$ cat config.mk
export PLATFORM = sky130hd
export DESIGN_NAME = bus_read_sequencer_flat
export DESIGN_NICKNAME = d
export VERILOG_FILES = /design/src/rtl/bus_read_sequencer_pkg.sv /design/src/rtl/bus_read_sequencer_if.sv /design/src/rtl/bus_read_sequencer_cs_decode.sv /design/src/rtl/bus_read_sequencer.sv /design/src/flat_wrapper.sv
export SDC_FILE = /design/constraint.sdc
export NUM_CORES = 1
export LEC_CHECK = 0
export ABC_AREA = 1
export ABC_CLOCK_PERIOD_IN_PS = 1700
export CORE_MARGIN = 1
export CORE_UTILIZATION = 47
export DETAILED_ROUTE_END_ITERATION = 6
export GPL_TIMING_DRIVEN = 0
export HOLD_SLACK_MARGIN = 0.05
export MAX_ROUTING_LAYER = met4
export PLACE_DENSITY = 0.76
export SLEW_MARGIN = 20
export SYNTH_ARGS = -nofsm -noshare
export SYNTH_HDL_FRONTEND = slang
export SYNTH_SLANG_ARGS = --single-unit
$ cat constraint.sdc
create_clock -name clk -period 1.7 [get_ports clk]
set_input_delay 0.425 -clock clk [delete_from_list [all_inputs] [get_ports clk]]
set_output_delay 0.425 -clock clk [all_outputs]
set_load 0.02 [all_outputs]
$ cat src/rtl/bus_read_sequencer_pkg.sv
//------------------------------------------------------------------------------
// Module   : bus_rd_pkg
// Brief    : Shared types and widths for the bus read sequencer.
// Revision : 1.0 - initial release
//------------------------------------------------------------------------------
`timescale 1ns/1ps
`default_nettype none

package bus_rd_pkg;

  // Sequencer states: IDLE waits for a request, SELECT lets the bus settle,
  // SAMPLE captures the word, GAP is the turnaround between burst words.
  typedef enum logic [1:0] {
    ST_IDLE   = 2'd0,
    ST_SELECT = 2'd1,
    ST_SAMPLE = 2'd2,
    ST_GAP    = 2'd3
  } state_e;

  // Register index width (up to 16 registers on the bus).
  localparam int ADDR_W = 4;

  // Width of the settle counter (SettleCycles up to 15).
  localparam int SETTLE_CNT_W = 4;

endpackage

`default_nettype wire

$ cat src/rtl/bus_read_sequencer_if.sv
//------------------------------------------------------------------------------
// Module   : bus_read_sequencer_if
// Brief    : Request / tristate-bus / read-result bundle of the sequencer.
//            burst_len exists only when BURST_READ_EN is defined.
// Revision : 1.0 - initial release
//------------------------------------------------------------------------------
`timescale 1ns/1ps
`default_nettype none

interface bus_read_sequencer_if
  import bus_rd_pkg::*;
#(
  parameter int NrOfBits = 8,
  parameter int NrOfRegs = 4
);

  logic                req;
  logic [ADDR_W-1:0]   addr;
`ifdef BURST_READ_EN
  logic [ADDR_W-1:0]   burst_len;
`endif
  logic [NrOfBits-1:0] bus_in;
  logic [NrOfRegs-1:0] cs;
  logic                busy;
  logic                rd_valid;
  logic [NrOfBits-1:0] rd_data;
  logic [ADDR_W-1:0]   rd_addr;
  logic                err;

  // Host side: issues requests and owns the register bank driving the bus.
  modport master (
    output req,
    output addr,
`ifdef BURST_READ_EN
    output burst_len,
`endif
    output bus_in,
    input  cs,
    input  busy,
    input  rd_valid,
    input  rd_data,
    input  rd_addr,
    input  err
  );

  // Sequencer side.
  modport slave (
    input  req,
    input  addr,
`ifdef BURST_READ_EN
    input  burst_len,
`endif
    input  bus_in,
    output cs,
    output busy,
    output rd_valid,
    output rd_data,
    output rd_addr,
    output err
  );

endinterface

`default_nettype wire

$ cat src/rtl/bus_read_sequencer_cs_decode.sv
//------------------------------------------------------------------------------
// Module   : cs_decode
// Brief    : One-cold output-disable decoder. With en_i low every register is
//            high-Z; with en_i high only register cur_i drives the bus.
// Revision : 1.0 - initial release
//------------------------------------------------------------------------------
`timescale 1ns/1ps
`default_nettype none

module cs_decode
  import bus_rd_pkg::*;
#(
  parameter int NrOfRegs = 4
) (
  input  logic [ADDR_W-1:0]   cur_i,
  input  logic                en_i,
  output logic [NrOfRegs-1:0] cs_o
);

  // One comparator per register; at most one bit can match cur_i.
  for (genvar i = 0; i < NrOfRegs; i++) begin : g_cs
    assign cs_o[i] = ~(en_i && (cur_i == ADDR_W'(i)));
  end

endmodule

`default_nettype wire

$ cat src/rtl/bus_read_sequencer.sv
//------------------------------------------------------------------------------
// Module   : bus_read_sequencer
// Brief    : Reads registers sharing a tristate bus: selects one register,
//            waits SettleCycles Ticks, samples the bus, reports the word.
//            Define BURST_READ_EN to enable multi-word bursts (burst_len).
// Revision : 1.0 - initial release
//------------------------------------------------------------------------------
`timescale 1ns/1ps
`default_nettype none

module bus_read_sequencer
  import bus_rd_pkg::*;
#(
  parameter int NrOfBits     = 8,
  parameter int NrOfRegs     = 4,
  parameter int SettleCycles = 1
) (
  input  logic                 clk,
  input  logic                 rst,
  input  logic                 tick_i,
  bus_read_sequencer_if.slave  bus
);

  localparam logic [ADDR_W:0]         NR_REGS_EXT = NrOfRegs[ADDR_W:0];
  localparam logic [ADDR_W-1:0]       LAST_REG    = ADDR_W'(NrOfRegs - 1);
  localparam logic [SETTLE_CNT_W-1:0] SETTLE_LAST = SETTLE_CNT_W'(SettleCycles - 1);

  state_e                  state_q, state_d;
  logic [ADDR_W-1:0]       cur_q, cur_d;
  logic [SETTLE_CNT_W-1:0] settle_q, settle_d;
  logic                    rd_valid_q, rd_valid_d;
  logic                    err_q, err_d;
  logic [NrOfBits-1:0]     rd_data_q, rd_data_d;
  logic [ADDR_W-1:0]       rd_addr_q, rd_addr_d;
`ifdef BURST_READ_EN
  logic [ADDR_W-1:0]       remain_q, remain_d;
`endif

  logic                    addr_ok;
  logic                    cs_en;
  logic [NrOfRegs-1:0]     cs_vec;

  assign addr_ok = ({1'b0, bus.addr} < NR_REGS_EXT);

  // Register bank state; reset clears everything so cs releases immediately.
  always_ff @(posedge clk or posedge rst) begin
    if (rst) begin
      state_q    <= ST_IDLE;
      cur_q      <= '0;
      settle_q   <= '0;
      rd_valid_q <= 1'b0;
      err_q      <= 1'b0;
      rd_data_q  <= '0;
      rd_addr_q  <= '0;
`ifdef BURST_READ_EN
      remain_q   <= '0;
`endif
    end else begin
      state_q    <= state_d;
      cur_q      <= cur_d;
      settle_q   <= settle_d;
      rd_valid_q <= rd_valid_d;
      err_q      <= err_d;
      rd_data_q  <= rd_data_d;
      rd_addr_q  <= rd_addr_d;
`ifdef BURST_READ_EN
      remain_q   <= remain_d;
`endif
    end
  end

  // Next-state logic; nothing advances without Tick, pulses always drop.
  always_comb begin
    state_d    = state_q;
    cur_d      = cur_q;
    settle_d   = settle_q;
    rd_valid_d = 1'b0;
    err_d      = 1'b0;
    rd_data_d  = rd_data_q;
    rd_addr_d  = rd_addr_q;
`ifdef BURST_READ_EN
    remain_d   = remain_q;
`endif

    if (tick_i) begin
      case (state_q)
        ST_IDLE: begin
          if (bus.req) begin
            if (addr_ok) begin
              cur_d    = bus.addr;
              settle_d = '0;
`ifdef BURST_READ_EN
              remain_d = bus.burst_len;
`endif
              state_d  = ST_SELECT;
            end else begin
              err_d = 1'b1;
            end
          end
        end

        ST_SELECT: begin
          if (settle_q == SETTLE_LAST) begin
            settle_d = '0;
            state_d  = ST_SAMPLE;
          end else begin
            settle_d = settle_q + SETTLE_CNT_W'(1);
          end
        end

        ST_SAMPLE: begin
          rd_valid_d = 1'b1;
          rd_data_d  = bus.bus_in;
          rd_addr_d  = cur_q;
          state_d    = ST_IDLE;
`ifdef BURST_READ_EN
          // A burst running past the last register ends here with err.
          if (remain_q != '0) begin
            if (cur_q == LAST_REG) begin
              err_d = 1'b1;
            end else begin
              remain_d = remain_q - ADDR_W'(1);
              state_d  = ST_GAP;
            end
          end
`endif
        end

        ST_GAP: begin
          cur_d   = cur_q + ADDR_W'(1);
          state_d = ST_SELECT;
        end

        default: state_d = ST_IDLE;
      endcase
    end
  end

  // cs is decoded from registered state only, so reset frees the bus at once.
  assign cs_en = (state_q == ST_SELECT) || (state_q == ST_SAMPLE);

  cs_decode #(
    .NrOfRegs (NrOfRegs)
  ) u_cs_decode (
    .cur_i (cur_q),
    .en_i  (cs_en),
    .cs_o  (cs_vec)
  );

  assign bus.cs       = cs_vec;
  assign bus.busy     = (state_q != ST_IDLE);
  assign bus.rd_valid = rd_valid_q;
  assign bus.rd_data  = rd_data_q;
  assign bus.rd_addr  = rd_addr_q;
  assign bus.err      = err_q;

endmodule

`default_nettype wire

$ cat src/flat_wrapper.sv
// flat-port wrapper written by rule: the top's interface ports become plain ports
module bus_read_sequencer_flat import bus_rd_pkg::*;
#(
  parameter int NrOfBits     = 8,
  parameter int NrOfRegs     = 4,
  parameter int SettleCycles = 1
)
  (clk, rst, tick_i, bus_req, bus_addr, bus_bus_in, bus_cs, bus_busy, bus_rd_valid, bus_rd_data, bus_rd_addr, bus_err);
  bus_read_sequencer_if #(.NrOfBits(NrOfBits), .NrOfRegs(NrOfRegs)) bus_i ();
  input  logic clk;
  input  logic rst;
  input  logic tick_i;
  input wire logic [$bits(bus_i.req)-1:0] bus_req;
  input wire logic [$bits(bus_i.addr)-1:0] bus_addr;
  input wire logic [$bits(bus_i.bus_in)-1:0] bus_bus_in;
  output wire logic [$bits(bus_i.cs)-1:0] bus_cs;
  output wire logic [$bits(bus_i.busy)-1:0] bus_busy;
  output wire logic [$bits(bus_i.rd_valid)-1:0] bus_rd_valid;
  output wire logic [$bits(bus_i.rd_data)-1:0] bus_rd_data;
  output wire logic [$bits(bus_i.rd_addr)-1:0] bus_rd_addr;
  output wire logic [$bits(bus_i.err)-1:0] bus_err;
  assign bus_i.req = bus_req;
  assign bus_i.addr = bus_addr;
  assign bus_i.bus_in = bus_bus_in;
  assign bus_cs = bus_i.cs;
  assign bus_busy = bus_i.busy;
  assign bus_rd_valid = bus_i.rd_valid;
  assign bus_rd_data = bus_i.rd_data;
  assign bus_rd_addr = bus_i.rd_addr;
  assign bus_err = bus_i.err;
  bus_read_sequencer #(.NrOfBits(NrOfBits), .NrOfRegs(NrOfRegs), .SettleCycles(SettleCycles)) u_core (.clk(clk), .rst(rst), .tick_i(tick_i), .bus(bus_i));
endmodule
Word-level counts from Yosys, hierarchy flattened --
Index checks and enable logic that the tools add are counted.
Word-level totals: input bits 16, memory bits (read-only) 0, flip-flop bits (word level) 24, memories kept 0, output and inout port bits 19, latch bits 0, logic and storage cells 55, RAM bits 0
Cells by class: divide/modulo/power cells 0, reductions and logical operators 15, bitwise logic cells 4, $add $sub $neg 2, shifts and indexed selects 0, $lt $le $gt $ge 1, multiplexer cells 17, multipliers 0, eq/ne operators 9
Operators with widths (count):
- 4-bit 2-to-1 mux | 5
- 4-bit one-hot mux with 2 select lines | 2
- 4-bit AND reduction | 3
- 4-bit by 1-bit adder with 4-bit output, second input constant | 2
- 4-bit by 2-bit == test with 1-bit output, second input constant | 2
- 4-bit zero test | 2
- 2-bit one-hot mux with 4 select lines | 1
- 1-bit 2-to-1 mux | 6
- 2-bit 2-to-1 mux | 3
- 2-bit nonzero test | 3
- 2-bit == test, second input constant | 2
- 4-bit by 1-bit == test with 1-bit output, second input constant | 1
- 1-bit logical AND | 4
- 4-bit by 3-bit less-than comparator with 1-bit output, second input constant | 1
- 2-bit by 1-bit inequality test with 1-bit output, second input constant | 2
- 1-bit inverter | 4
- 2-bit by 1-bit == test with 1-bit output, second input constant | 1
- 2-bit zero test | 1
- 2-bit inequality test, second input constant | 1
- 2-bit AND reduction | 1
- 1-bit logical OR | 1

Longest topological paths before layout --
word-level depth 5, gate-level depth with buffers 9, gate-level depth less buffers 9

Modules after synthesis --
From an unflattened synthesis, not the netlist that was laid out.
Second synthesis, totals: cells, all modules 152, area, all modules 1261.2 um^2
Modules (own cells, without submodules):
- bus_read_sequencer | instances 1, area an instance 1216.2 um^2, seq. area each 600.6 um^2, cells each 142
- cs_decode | instances 1, area an instance 45.0 um^2, seq. area each 0.0 um^2, cells each 10

Least setup slack after synthesis --
Ideal clock, no wire load.
kind register to output, from register u_core.state_q[0], to output bus_cs[0], buffers on the path 0, stages on the path, launching flop included 6, slack 71 ps, required time 1275 ps, arrival time 1204 ps, path through dfrtp_1 inv_1 ha_1 inv_1 nor3_1 nand2_1
On the way: word-level cells in the longest chain between the ends 4, elaborated cells on any way between the ends 5, those cells by class 2 x eq/ne; 1 x bitwise; 2 x reduce/logical
Ends and longest elaborated chain:
- from (decl) | line bus_read_sequencer.sv:28 | state_e state_q, state_d;
- from (signal assigned) | line bus_read_sequencer.sv:59 | state_q <= state_d;
- 2-bit by 1-bit == test with 1-bit output / 2-bit == test (equally long branches) | line bus_read_sequencer.sv:140 | assign cs_en = (state_q == ST_SELECT) || (state_q == ST_SAMPLE);
- 1-bit logical OR (*) | line bus_read_sequencer.sv:140
- 1-bit logical AND (*) | line bus_read_sequencer_cs_decode.sv:22 | assign cs_o[i] = ~(en_i && (cur_i == ADDR_W'(i)));
- 1-bit inverter (*) | line bus_read_sequencer_cs_decode.sv:22
- to (decl) | line flat_wrapper.sv:16 | output wire logic [$bits(bus_i.cs)-1:0] bus_cs;
Every way passes the cells marked *; elsewhere a longest branch is shown, timed or not.

Final worst setup path --
from register u_core.state_q[1], to output bus_cs[2]
The elaborated chain is that of the path after synthesis.

==> flow_metrics.env <==
export IMPL_syn_avg_cell_area_um2=8.32
export IMPL_fp_dieH_um=54.0
export IMPL_max_freq_ghz=0.524
export IMPL_postPlaceCellArea_mm2=0.00165
export IMPL_crit_path_max_fanout=4
export IMPL_cts_root_buf="clkbuf_4"
export IMPL_tightest_slew_ns=0.866
export IMPL_grt_ovfl_total=0
export IMPL_setup_viol=4
export IMPL_path_cells="inv_2 > ha_4 > inv_2 > nor3_4 > nand2_1 > buf_6"
export IMPL_htreeDepth=1
export IMPL_seq_area_frac_synth=0.472
export IMPL_status="finished with violations"
export IMPL_crit_path_end_kind="output port"
export IMPL_synth_area_leaders="dfrtp_1 47%, nand2_1 17%, ha_1 9.8%"
export IMPL_synth_edf_count=0
export IMPL_hpwl_um=1940
export IMPL_dr_pass1_iters=4
export IMPL_diodes=0
export IMPL_synth_top_area_cell="dfrtp_1"
export IMPL_netlist_area_leader_share=0.472
export IMPL_grt_pass1_wl_um=4080
export IMPL_clkTransAtPathRegs_ns=0.13
export IMPL_drt_iter0_drc=29
export IMPL_ir_drop_mv=0.963
export IMPL_hold_depth=2
export IMPL_antenna_found_initial=0
export IMPL_portBuffers=34
export IMPL_die_area_mm2=0.00292
export IMPL_synth_most_common_cell="nand2_1"
export IMPL_startpoint_type="flop"
export IMPL_start_util=0.504
export IMPL_vias_per_cell=5.03
export IMPL_critPathSlowestCell="dfrtp_1"
export IMPL_final_max_slew_viol_count=0
export IMPL_rows=18
export IMPL_worstPathArrival_ns=1.48
export IMPL_syn_area_mm2=0.00127
export IMPL_syn2layout_area_growth_pct=34.9
export IMPL_die_w_um=54.0
export IMPL_first_global_vias=956
export IMPL_cts_sink_count=24
export IMPL_fin_skew_ns=0.00240
export IMPL_grt_max_degree=25
export IMPL_p_per_area_mw_per_mm2=1600
export IMPL_critPathKind="reg -> out"
export IMPL_vias=1126
export IMPL_violations="negative setup slack"
export IMPL_drv_cap=0
export IMPL_hold_violations=0
export IMPL_drt_total_wl_um=2690
export IMPL_core_mm2=0.00252
export IMPL_synth_commonest_cells="59 x nand2_1, 24 x dfrtp_1, 12 x inv_1"
export IMPL_cts_buffers=3
export IMPL_r2r_cells=9
export IMPL_finalWorstSetupSlack_ns=-0.207
export IMPL_post_place_ws_ns=-0.488
export IMPL_drc=0
export IMPL_hold_path_class="reg -> reg"
export IMPL_pin_count=35
export IMPL_worstPathRequired_ns=1.27
export IMPL_ys_types=22
export IMPL_syn_nets=179
export IMPL_stdcell_area_mm2=0.00172
export IMPL_slew_headroom=0.422
export IMPL_cts_tree="done"
export IMPL_min_period_ns=1.91
export IMPL_critPathMostFrequentCell="inv_2"
export IMPL_crit_path_max_incr_delay_ns=0.40
export IMPL_clockBufferDepth=2
export IMPL_post_route_period_util=1.12
export IMPL_p_leak_nw=0.915
export IMPL_layout_drive_gt1_share=0.175
export IMPL_wl_per_cell_um=12.0
export IMPL_detail_route_antenna_nets=0
export IMPL_synthFlopType="dfrtp_1"
export IMPL_cts_hold_buffers_added=0
export IMPL_ys_ff_latch=24
export IMPL_gp_congestion=0.832
export IMPL_async_flop_share=1.00
export IMPL_rsz0062_at_grt="true"
export IMPL_synth_warning_count=0
export IMPL_nNetsFinal=221
export IMPL_clock_latency_ns=0.32
export IMPL_postSynthCellCount=153
export IMPL_grt_usage=0.206
worst paths after layout:
kind,from,end,slack [ns]
worst min-delay path,u_core.bus.rd_data[2],u_core.bus.rd_data[2],0.49
min in group asynchronous,rst,u_core.settle_q[2],0.58
max in group asynchronous,rst,u_core.bus.rd_addr[2],0.60
worst min register to register,u_core.bus.rd_data[2],u_core.bus.rd_data[2],0.49
worst max register to register,u_core.state_q[1],u_core.cur_q[2],0.24
worst max-delay path,u_core.state_q[1],bus_cs[2],-0.21
placed cells by master (no fill, tap or decap):
master	instances
a21oi_2	1
buf_2	3
buf_4	3
buf_6	3
clkbuf_4	3
clkbuf_8	1
clkdlybuf4s50_1	15
dfrtp_1	24
dlygate4sd2_1	12
dlymetal6s2s_1	2
ha_1	9
ha_4	1
inv_1	9
inv_2	8
nand2_1	59
nand2_2	4
nand3_1	8
nand3_2	1
nand4_1	2
nor2_1	5
nor2_4	2
nor3_1	1
nor3_4	1
o21ai_0	2
o21ai_1	9
o21ai_2	1
o21ai_4	1
o21bai_1	1
or2_1	1
or2_2	1
xor2_1	1
report_power, final:
group / switching (mW) / internal [mW] / total, mW
clock network: 0.169 / 0.131 / 0.300
registers: 0.160 / 0.779 / 0.939
logic: 0.915 / 0.590 / 1.51
per-stage QoR:
| step | utilization | TNS (ns) | std cells | hold WS [ns] | power (mW) |
|---|---|---|---|---|---|
| finish | 0.681 | -0.813 | 224 | 0.489 | 2.74 |
| global route | 0.681 | -1.08 | 224 | 0.511 | 2.96 |
| CTS | 0.676 | -0.889 | 224 | 0.492 | 2.73 |
| detailed placement | 0.654 | -2.13 | 217 | 0.465 | 2.42 |
| global placement | 0.654 | -1.88 | 217 | 0.462 | 2.35 |
| floorplan | - | 0 | 153 | 0.440 | 1.84 |
routing by layer:
layer | track usage | vias up | part of all wire
li1 | - | 563 | -
met1 | 0.253 | 519 | 0.45
met2 | 0.346 | 39 | 0.48
met5 | - | - | 0
met4 | 0.0769 | 0 | 0.013
met3 | 0.0254 | 5 | 0.053
sequential cells by signal (all words and copies together), names as in the netlist:
register and cells:
u_core.state_q 2, u_core.settle_q 4, u_core.bus.err 1, u_core.bus.rd_data 8, u_core.cur_q 4, u_core.bus.rd_valid 1, u_core.bus.rd_addr 4
timing repair:
| item | CTS | global route |
|---|---|---|
| endpoints found under the setup margin | 17 | 6 |
| buffers inserted | 3 | 0 |
| pin swaps | 4 | 4 |
| resized for setup | 42 | 4 |
layout make-up:
type / count / area (um2)
Fill cell: 220 / 806
Timing Repair Buffer: 37 / 347
Inverter: 17 / 63.8
Buffer: 1 / 5.00
Clock buffer: 4 / 36.3
Tap cell: 30 / 37.5
Multi-Input combinational cell: 111 / 627
Sequential cell: 24 / 601
logic make-up after synthesis:
kind of cell / synth area share
xor+xnor: 0.00688
buf+inv: 0.0541
fa+ha+maj: 0.0983
flops: 0.472
simple gates: 0.293
compound gates: 0.0757
critical path, delay by kind of cell (launching register included):
family / cells / cell delay [ns]
DFF: 1 / 0.40
adders and majority gates: 1 / 0.26
and+or+nand+nor: 2 / 0.25
buffers and inverters: 3 / 0.25
No activity file was read; power rests on OpenSTA's default activity.
